### config.mk
export PLATFORM = sky130hd
export DESIGN_NAME = key_conditioner
export DESIGN_NICKNAME = d
export VERILOG_FILES = /design/src/rtl/key_conditioner.sv
export SDC_FILE = /design/constraint.sdc
export NUM_CORES = 1
export LEC_CHECK = 0
export ABC_AREA = 1
export CORE_MARGIN = 2
export CORE_UTILIZATION = 57
export DETAILED_ROUTE_END_ITERATION = 8
export PLACE_DENSITY = 0.77
export SLEW_MARGIN = 10
export SYNTH_ARGS = -nofsm -noshare
export SYNTH_HDL_FRONTEND = slang
export SYNTH_SLANG_ARGS = --single-unit
### constraint.sdc
create_clock -name clk -period 2.05 [get_ports clk]
set_clock_uncertainty 0.2 [all_clocks]
set_input_delay 0.615 -clock clk [delete_from_list [all_inputs] [get_ports clk]]
set_output_delay 0.615 -clock clk [all_outputs]
set_load 0.005 [all_outputs]
### src/rtl/key_conditioner.sv
// Four-key debouncer: per-key synchronizer, debounce FSM, hold timer and
// registered press/release/hold pulses gated by enable.
module key_conditioner #(
  parameter int unsigned DEBOUNCE_CYCLES = 240000,
  parameter int unsigned HOLD_CYCLES     = 12000000
) (
  input  logic       clk,
  input  logic       rst,
  input  logic [3:0] key_n,
  input  logic       enable,
  output logic [3:0] key_level,
  output logic [3:0] key_press,
  output logic [3:0] key_release,
  output logic [3:0] key_hold,
  output logic       any_press
);

  localparam int unsigned NKEYS = 4;
  localparam logic [17:0] DB_LAST   = 18'(DEBOUNCE_CYCLES - 1);
  localparam logic [23:0] HOLD_LAST = 24'(HOLD_CYCLES - 1);

  typedef enum logic [1:0] {
    RELEASED,
    PRESS_WAIT,
    PRESSED,
    RELEASE_WAIT
  } key_state_t;

  logic [3:0]  sync1;
  logic [3:0]  sync2;
  logic [3:0]  pressed;

  key_state_t  state_q    [NKEYS];
  key_state_t  state_d    [NKEYS];
  logic [17:0] db_cnt_q   [NKEYS];
  logic [17:0] db_cnt_d   [NKEYS];
  logic [23:0] hold_cnt_q [NKEYS];
  logic [23:0] hold_cnt_d [NKEYS];
  logic [3:0]  hold_done_q;
  logic [3:0]  hold_done_d;

  logic [3:0]  level_d;
  logic [3:0]  press_ev;
  logic [3:0]  release_ev;
  logic [3:0]  hold_ev;
  logic [3:0]  gate;

  assign pressed = ~sync2;
  assign gate    = {NKEYS{enable}};

  always_comb begin
    state_d     = state_q;
    db_cnt_d    = db_cnt_q;
    hold_cnt_d  = hold_cnt_q;
    hold_done_d = hold_done_q;
    level_d     = key_level;
    press_ev    = '0;
    release_ev  = '0;
    hold_ev     = '0;
    for (int unsigned i = 0; i < NKEYS; i++) begin
      unique case (state_q[i])
        RELEASED: begin
          if (pressed[i]) begin
            state_d[i]  = PRESS_WAIT;
            db_cnt_d[i] = '0;
          end
        end
        PRESS_WAIT: begin
          if (!pressed[i]) begin
            state_d[i]  = RELEASED;
            db_cnt_d[i] = '0;
          end else if (db_cnt_q[i] == DB_LAST) begin
            state_d[i]     = PRESSED;
            level_d[i]     = 1'b1;
            press_ev[i]    = 1'b1;
            hold_cnt_d[i]  = '0;
            hold_done_d[i] = 1'b0;
          end else begin
            db_cnt_d[i] = db_cnt_q[i] + 18'd1;
          end
        end
        PRESSED: begin
          if (!pressed[i]) begin
            state_d[i]  = RELEASE_WAIT;
            db_cnt_d[i] = '0;
          end else if (hold_cnt_q[i] != HOLD_LAST) begin
            hold_cnt_d[i] = hold_cnt_q[i] + 24'd1;
          end else if (!hold_done_q[i]) begin
            // hold_done survives bounces so a press yields one hold pulse
            hold_ev[i]     = 1'b1;
            hold_done_d[i] = 1'b1;
          end
        end
        RELEASE_WAIT: begin
          if (pressed[i]) begin
            state_d[i]  = PRESSED;
            db_cnt_d[i] = '0;
          end else if (db_cnt_q[i] == DB_LAST) begin
            state_d[i]    = RELEASED;
            level_d[i]    = 1'b0;
            release_ev[i] = 1'b1;
          end else begin
            db_cnt_d[i] = db_cnt_q[i] + 18'd1;
          end
        end
        default: begin
          state_d[i]  = RELEASED;
          db_cnt_d[i] = '0;
        end
      endcase
    end
  end

  always_ff @(posedge clk) begin
    if (rst) begin
      sync1       <= '1;
      sync2       <= '1;
      hold_done_q <= '0;
      key_level   <= '0;
      key_press   <= '0;
      key_release <= '0;
      key_hold    <= '0;
      any_press   <= 1'b0;
      for (int unsigned i = 0; i < NKEYS; i++) begin
        state_q[i]    <= RELEASED;
        db_cnt_q[i]   <= '0;
        hold_cnt_q[i] <= '0;
      end
    end else begin
      sync1       <= key_n;
      sync2       <= sync1;
      hold_done_q <= hold_done_d;
      key_level   <= level_d;
      key_press   <= press_ev & gate;
      key_release <= release_ev & gate;
      key_hold    <= hold_ev & gate;
      any_press   <= |(press_ev & gate);
      for (int unsigned i = 0; i < NKEYS; i++) begin
        state_q[i]    <= state_d[i];
        db_cnt_q[i]   <= db_cnt_d[i];
        hold_cnt_q[i] <= hold_cnt_d[i];
      end
    end
  end

endmodule

* Yosys cells after proc, flatten, opt, wreduce, memory -nomap -nowiden
Cells that the tools add are included.
** Operators by class
- Bitwise gates (word level) :: 4
- Reductions and logical operators :: 33
- Add/subtract/negate cells :: 8
- Muxes and demuxes :: 144
- Equal/unequal tests :: 64
** Operators with widths (count)
- $mux W24 :: 16
- $mux W18 :: 20
- $pmux W18 S4 :: 4
- $pmux W24 S2 :: 4
- $add A24 B1 Y24 const B :: 4
- $ne A24 B24 Y1 const B :: 4
- $add A18 B1 Y18 const B :: 4
- $eq A18 B18 Y1 const B :: 4
- $ne A2 B2 Y1 const B :: 36
- $mux W1 :: 64
- $reduce_and A5 Y1 :: 12
- $mux W2 :: 24
- $pmux W2 S4 :: 4
- $ne A3 B3 Y1 const B :: 8
- $eq A2 B2 Y1 const B :: 8
- $pmux W1 S2 :: 8
- $reduce_and A4 Y1 :: 4
- $reduce_bool A2 Y1 :: 8
- $and A4 B4 Y4 :: 3
- $eq A2 B1 Y1 const B :: 4
- $logic_not A2 Y1 :: 4
- $reduce_and A2 Y1 :: 4
- $not A4 Y4 :: 1
- $reduce_or A4 Y1 :: 1
** Storage, ports and cells
- Register bits after elaboration :: 205
- Bits of input ports :: 7
- Output and inout bits :: 17
- Logic and storage cells :: 279

* Longest topological paths before layout
Gate-level depths: netlist (run 1).
- Word-level depth :: 6
- Gate-level depth with buffers :: 13

* Least setup slack after synthesis (run 1)
OpenSTA, ideal clock, no wires.
- Path type :: register to register
- From :: register hold_cnt_q[72] in the netlist's numbering
- To :: register hold_cnt_q[90] in the netlist's numbering
- Setup time :: 0.131 ns
- Stages on the path, launching flop included :: 12
- Setup slack :: 0.094 ns
- Arrival time :: 1.625 ns
- Clock period less this slack :: 1.956 ns
- Cell sequence :: dfxtp_1 -> ha_1 -> inv_1 -> nor2_4 -> nand2_1 -> inv_1 -> nand3_1 -> a21oi_1 -> nor2_4 -> buf_6 -> nand2_1 -> a21oi_2
** Between the ends
- Cells in the longest elaborated chain, start to end :: 4
- Elaborated cells between the ends (all ways) :: 7
- Those cells by class :: add/sub: 1; eq/ne: 2; mux: 3; reduce/logical: 1
** Ends and longest elaborated chain
- start, declared :: line 37 : logic [23:0] hold_cnt_q [NKEYS];
- start signal, assigned by index :: line 141 : hold_cnt_q[i] <= hold_cnt_d[i];
- $add A24 B1 Y24 :: line 87 : hold_cnt_d[i] = hold_cnt_q[i] + 24'd1;
- $mux W24 :: line 86 : end else if (hold_cnt_q[i] != HOLD_LAST) begin
- $mux W24 :: line 83 : if (!pressed[i]) begin
- $pmux W24 S2 :: line 61 : unique case (state_q[i])
Parallel ways exist; a longest one is shown, timed or not. The select of a mux whose other input is x is not followed.
A chain may end at the register's enable or synchronous reset.

* Worst setup path in the final report (run 1)
- From :: register db_cnt_q[18] in the netlist's numbering
- To :: register hold_cnt_q[24] in the netlist's numbering
** Between the ends
- Cells in the longest elaborated chain, start to end :: 3
** Ends and longest elaborated chain
- start, declared :: line 35 : logic [17:0] db_cnt_q [NKEYS];
- start signal, assigned by index :: line 140 : db_cnt_q[i] <= db_cnt_d[i];
- $eq A18 B18 Y1 :: line 72 : end else if (db_cnt_q[i] == DB_LAST) begin
- $ne A2 B2 Y1 (no line)
- $reduce_and A5 Y1 (no line)
No other way between the ends.

==> results of run 1 <==
==> worst paths after layout <==
check,slack (ps),to,start,cells after the start
hold reg to reg,210,sync2[0],sync1[0],1
setup reg to reg,90,hold_cnt_q[24],db_cnt_q[18],11
hold / removal,210,sync2[0],sync1[0],1
setup / recovery,90,hold_cnt_q[24],db_cnt_q[18],11
==> cell usage in the layout (no fill, tap or decap), drive strengths merged, types with 29 or more instances in the layout <==
| cell | n |
|---|---|
| nand2 | 590 |
| o21ai | 29 |
| nor3 | 57 |
| buf | 119 |
| nand4 | 35 |
| xor2 | 39 |
| dfxtp | 205 |
| inv | 187 |
| nand3 | 124 |
| clkbuf | 40 |
| nor2 | 371 |
| a21oi | 149 |
==> cell families (layout without fill, tap and decap cells) <==
| group | count (synthesis) | count (layout) | synth area share |
|---|---|---|---|
| AOI/OAI and AO/OA | 201 | 201 | 0.09152 |
| adders and majority gates | 8 | 8 | 0.008321 |
| xor gates and xnor gates | 65 | 65 | 0.04732 |
| DFF | 205 | 205 | 0.3411 |
| and+or+nand+nor | 1207 | 1208 | 0.4287 |
| buffers and inverters | 236 | 376 | 0.08300 |
==> critical path, stage by stage (launching register included) <==
cell and delay, ps:
dfxtp_2 330, ha_2 170, nand2_1 60, inv_1 80
nand2_2 90, nor2_2 120, nand2_2 90, a21oi_4 260
buf_4 170, nand2_4 60, o21ai_0 160, nor2_1 60
==> area by class of cell <==
cell class                 count  area (sq um)
fill                        1807          6430
timing repair inverter         1         8.758
tap                          275         344.1
clock buffer                  37         760.7
sequential                   205          4124
multi-input combinational   1482          7108
inverter                     187         714.4
timing repair buffer         144          1286
clock inverter                 7         112.6
==> registers in the layout, indices dropped and copies added, names as in the netlist, named ones only <==
name	cells
state_q	4
sync1	4
key_press	4
key_hold	4
key_release	4
hold_done_q	4
any_press	1
db_cnt_q	72
sync2	4
key_level	4
hold_cnt_q	96
==> routing by layer <==
metal / up-vias / share of wire / global-route usage
met5: - / 0 / 0
met1: 5721 / 0.44 / 0.3618
met2: 406 / 0.47 / 0.4592
li1: 6362 / - / -
met3: 60 / 0.062 / 0.03180
met4: 0 / 0.022 / 0.06857
==> stage by stage <==
stage	cells	setup TNS, ps	setup WS (ps)	hold slack (ps)
after floorplan	1922	0	94.07	189.5
after global placement	2272	0	15.78	207.0
after detailed placement	2272	0	16.91	204.5
after CTS	2317	0	0.2638	216.5
after global routing	2338	-97.77	-19.61	224.5
final	2338	0	86.63	213.9
==> power by group <==
group / internal [W] / switching [W] / total [W]
Clock: 0.00292 / 0.00169 / 0.00460
Sequential: 0.00401 / 0.0000229 / 0.00404
Combinational: 0.000186 / 0.000357 / 0.000543
==> timing repair <==
item	CTS	global route
cloned	0	6
endpoints found under the setup margin	17	100
resized for setup	20	69
buffers inserted	1	15
pin swaps	0	10
==> impl_metrics.tcl, run 1 <==
set metrics [dict create \
    status "completed" \
    avgSynthCellArea_sq_um 6.259 \
    first_pass_iters 6 \
    ys_seq_elements 205 \
    antenna_found_initial 0 \
    slew_viol_final 0 \
    yosysMostFrequentCell "nand2_1" \
    irDropWorstVdd_uv 681.6 \
    hp-class "flip-flop to flip-flop" \
    synth_area_leaders "dfxtp_1, nand2_1, nor2_1" \
    relSlewSlack 0.6381 \
    cts_hold_buffers 0 \
    synth_fp_nets 1937 \
    die_h_um 149.3 \
    tightestPinTransition_ps 542.3 \
    finalCriticalPeriod_ps 1963 \
    critPathKind "flip-flop to flip-flop" \
    numCtsBuffers 24 \
    final_cell_area_sq_mm 0.01446 \
    p_leak_nw 5.182 \
    io_pins 24 \
    die_w_um 149.3 \
    nets 2060 \
    required_ps 2260 \
    die_area_sq_mm 0.02228 \
    grt_overflow 0 \
    clk_pin_slew_ps 60 \
    grt_usage 0.2688 \
    port-buffer-count 23 \
    yosysSeqAreaShare 0.3411 \
    grt_pass1_vias 11143 \
    synthArstFlopShare 0 \
    root_buffer "clkbuf_16" \
    power_density_mw_per_mm2 635.0 \
    setup-violations-final 0 \
    num_antenna_cells 0 \
    drt_iter0_drc 904 \
    cts_tree "built" \
    finalWirelength_mm 31.60 \
    yosysTopAreaCellShare 0.3411 \
    final_layout_size_suffix_gt1_frac 0.1401 \
    path_max_fanout 4 \
    place_area_sq_mm 0.01317 \
    fmaxAchievable_ghz 0.5093 \
    synthToLayoutAreaGrowth_pct 20.19 \
    vias 12549 \
    hold_viol_final 0 \
    rsz0062_at_grt "true" \
    dp_hpwl_mm 21.63 \
    viasPerCell 5.367 \
    arrival_ps 2170 \
    grt_pass1_wl_mm 50.72 \
    synth_commonest_cells "nand2_1, nor2_1, dfxtp_1, inv_1, a21oi_1" \
    syn_inst 1922 \
    drc 0 \
    final_core_util 0.6922 \
    htreeDepth 1 \
    clock_sinks 205 \
    fin_crit_sh 0.9577 \
    worstSkewPairLatency_ps 520 \
    endpoint_kind "flip-flop" \
    gp_congestion 0.9424 \
    yosys.area.top_type "dfxtp_1" \
    synth_ff_type "dfxtp_1" \
    ys_types 45 \
    yosysWarnings 0 \
    wl_per_cell_um 13.51 \
    p_total_w 0.009182 \
    core_area_sq_mm 0.02089 \
    synth_area_sq_mm 0.01203 \
    synth_edf_count 0 \
    fp-row-count 53 \
    grt_max_degree 53 \
    ctsLongestPathBuffers 3 \
    cp-start-kind "flip-flop" \
    final_antenna_net_count 0 \
    initial_core_util 0.5759 \
    cap_violations 0 \
]
Power figures use the tool's default switching activity.
==> run 2, diff against run 1 <==
CTS_CLUSTER_DIAMETER = 50   (was unset)
==> run 2 against run 1 <==
  * Sequential power barely moved
  * Critical path type unchanged
  * Critical path depth did not move
  * Total power rose by 3.3%
  * Count of clock-buffer cells in the layout fell by 1
  * Register-to-register slack got worse by 20 ps
  * Sequential cell count did not move
  * First-iteration DRC count fell by 8.5%
  * Combinational power fell by 2%
  * Clock power rose by 7.0%
==> impl_metrics.tcl, run 2 (same netlist as run 1, synthesis figures left out) <==
set metrics [dict create \
    critPathKind "flip-flop to flip-flop" \
    relSlewSlack 0.6306 \
    tightestPinTransition_ps 553.6 \
    p_leak_nw 5.188 \
    num_antenna_cells 0 \
    arrival_ps 2190 \
    max_stage_delay_ps 350 \
    fmaxAchievable_ghz 0.5035 \
    crit_chain "ha_2 -> nand2_1 -> inv_1 -> nand2_2 -> nor2_2 -> nand2_2 -> a21oi_4 -> nand2_4 -> buf_8 -> nand2_1 -> a21oi_2" \
    die_h_um 149.3 \
    cap_violations 0 \
    grt_usage 0.2706 \
    cp-start-kind "flip-flop" \
    power_density_mw_per_mm2 655.1 \
    final_layout_size_suffix_gt1_frac 0.1388 \
    root_buffer "clkbuf_16" \
    multiInputGateArea_sq_mm 0.007067 \
    final_common_cell "nand2_1" \
    use_met3 0.03792 \
    die_w_um 149.3 \
    fp-row-count 53 \
    dp_cells 2272 \
    initial_core_util 0.5759 \
    grt.met1_usage 0.3599 \
    status "completed" \
    drt_iter0_drc 827 \
    clk_pin_slew_ps 60 \
    finalCriticalPeriod_ps 1986 \
    grt_pass1_vias 11269 \
    switching_share 0.2330 \
    die_area_sq_mm 0.02228 \
    netSwitchingPower_w 0.002210 \
    nets 2061 \
    grt.met2_usage 0.4638 \
    p_total_w 0.009485 \
    comb_power_share 0.056 \
    first_pass_iters 5 \
    max_flop_register "hold_cnt_q" \
    pwr-share-seq 0.426 \
    seqCellArea_sq_mm 0.004118 \
    path_buf_inv 2 \
    top_regs "hold_cnt_q: 96 flops, db_cnt_q: 72 flops" \
    irDropWorstVdd_uv 662.4 \
    drc 0 \
    fin_ws_ps 63.94 \
    grt_pass1_wl_mm 50.96 \
    final_cell_mix "nand2_1, nor2_1, dfxtp_1, inv_1, a21oi_1" \
    grt_max_degree 53 \
    grt-busiest-layer "met2" \
    slew_viol_final 0 \
    required_ps 2260 \
    wl_per_cell_um 13.44 \
    gp_congestion 0.9424 \
    slowest_stage "dfxtp_2" \
    numCtsBuffers 28 \
    port-buffer-count 23 \
    cts_hold_buffers 0 \
    dp_slack_ps 16.91 \
    hold_viol_final 0 \
    vias 12587 \
    clock_sinks 205 \
    cts_tree "built" \
    path_max_fanout 11 \
    intPower_w 0.007275 \
    largest_reg_flops 96 \
    instances_no_fill 2343 \
    io_pins 24 \
    hp-class "flip-flop to flip-flop" \
    fillCellCount 1791 \
    endpoint_kind "flip-flop" \
    synthToLayoutAreaGrowth_pct 20.35 \
    htreeDepth 1 \
    worstSkewPairLatency_ps 540 \
    finalWirelength_mm 31.48 \
    grt_overflow 0 \
    final_antenna_net_count 0 \
    core_area_sq_mm 0.02089 \
    pwr-share-clk 0.518 \
    path_delay_family "simple AND/OR/NAND/NOR gates" \
    ctsLongestPathBuffers 3 \
    dp_hpwl_mm 21.63 \
    fin_crit_sh 0.9688 \
    setup-violations-final 0 \
    viasPerCell 5.372 \
    antenna_found_initial 0 \
]
-- run 2: through the flow --
stage | instance area [sq um] | setup TNS (ps) | hold slack [ps] | utilization
CTS | 14130 | 0 | 216.3 | 0.6764
detailed placement | 13170 | 0 | 204.5 | 0.6303
finish | 14480 | 0 | 212.2 | 0.6931
global route | 14480 | -229.6 | 227.1 | 0.6931
floorplan | 12030 | 0 | 189.5 | -
global placement | 13170 | 0 | 207.0 | 0.6303
-- run 2: timing repair --
action	4_1_cts	5_1_grt
pin swaps	1	13
cloned	0	4
buffers inserted	2	13
endpoints found under the setup margin	19	94
gates resized for setup	22	54
-- run 2: path summary, 6_finish.rpt --
path              slack (ps)              to   startpoint  depth (start not counted)
setup / recovery          60  hold_cnt_q[13]  db_cnt_q[0]                         11
hold / removal           210        sync2[0]     sync1[0]                          1
setup reg to reg          60  hold_cnt_q[13]  db_cnt_q[0]                         11
hold reg to reg          210        sync2[0]     sync1[0]                          1
-- run 2: layout make-up --
class                           count  share of cell area
Clock buffer                       36             0.05401
Inverter                          187             0.04934
Clock inverter                     16             0.01236
Sequential cell                   205              0.2844
Timing Repair inverter              1           0.0006049
Tap cell                          275             0.02376
Multi-Input combinational cell   1481              0.4881
Timing Repair Buffer              142             0.08745
-- run 2: power by group through the flow --
stage,registers (W),clock network (W),logic (W)
after detailed placement,0.00412,0,0.000452
final,0.00404,0.00492,0.000530
after global routing,0.00404,0.00517,0.000574
after CTS,0.00404,0.00500,0.000455
after floorplan,0.00412,0,0.000306
after global placement,0.00412,0,0.000448
-- run 2: routing by layer --
layer	wire, um	up-vias
li1	-	6379
met2	14920	402
met5	0	-
met3	1914	62
met4	691	0
met1	13960	5744
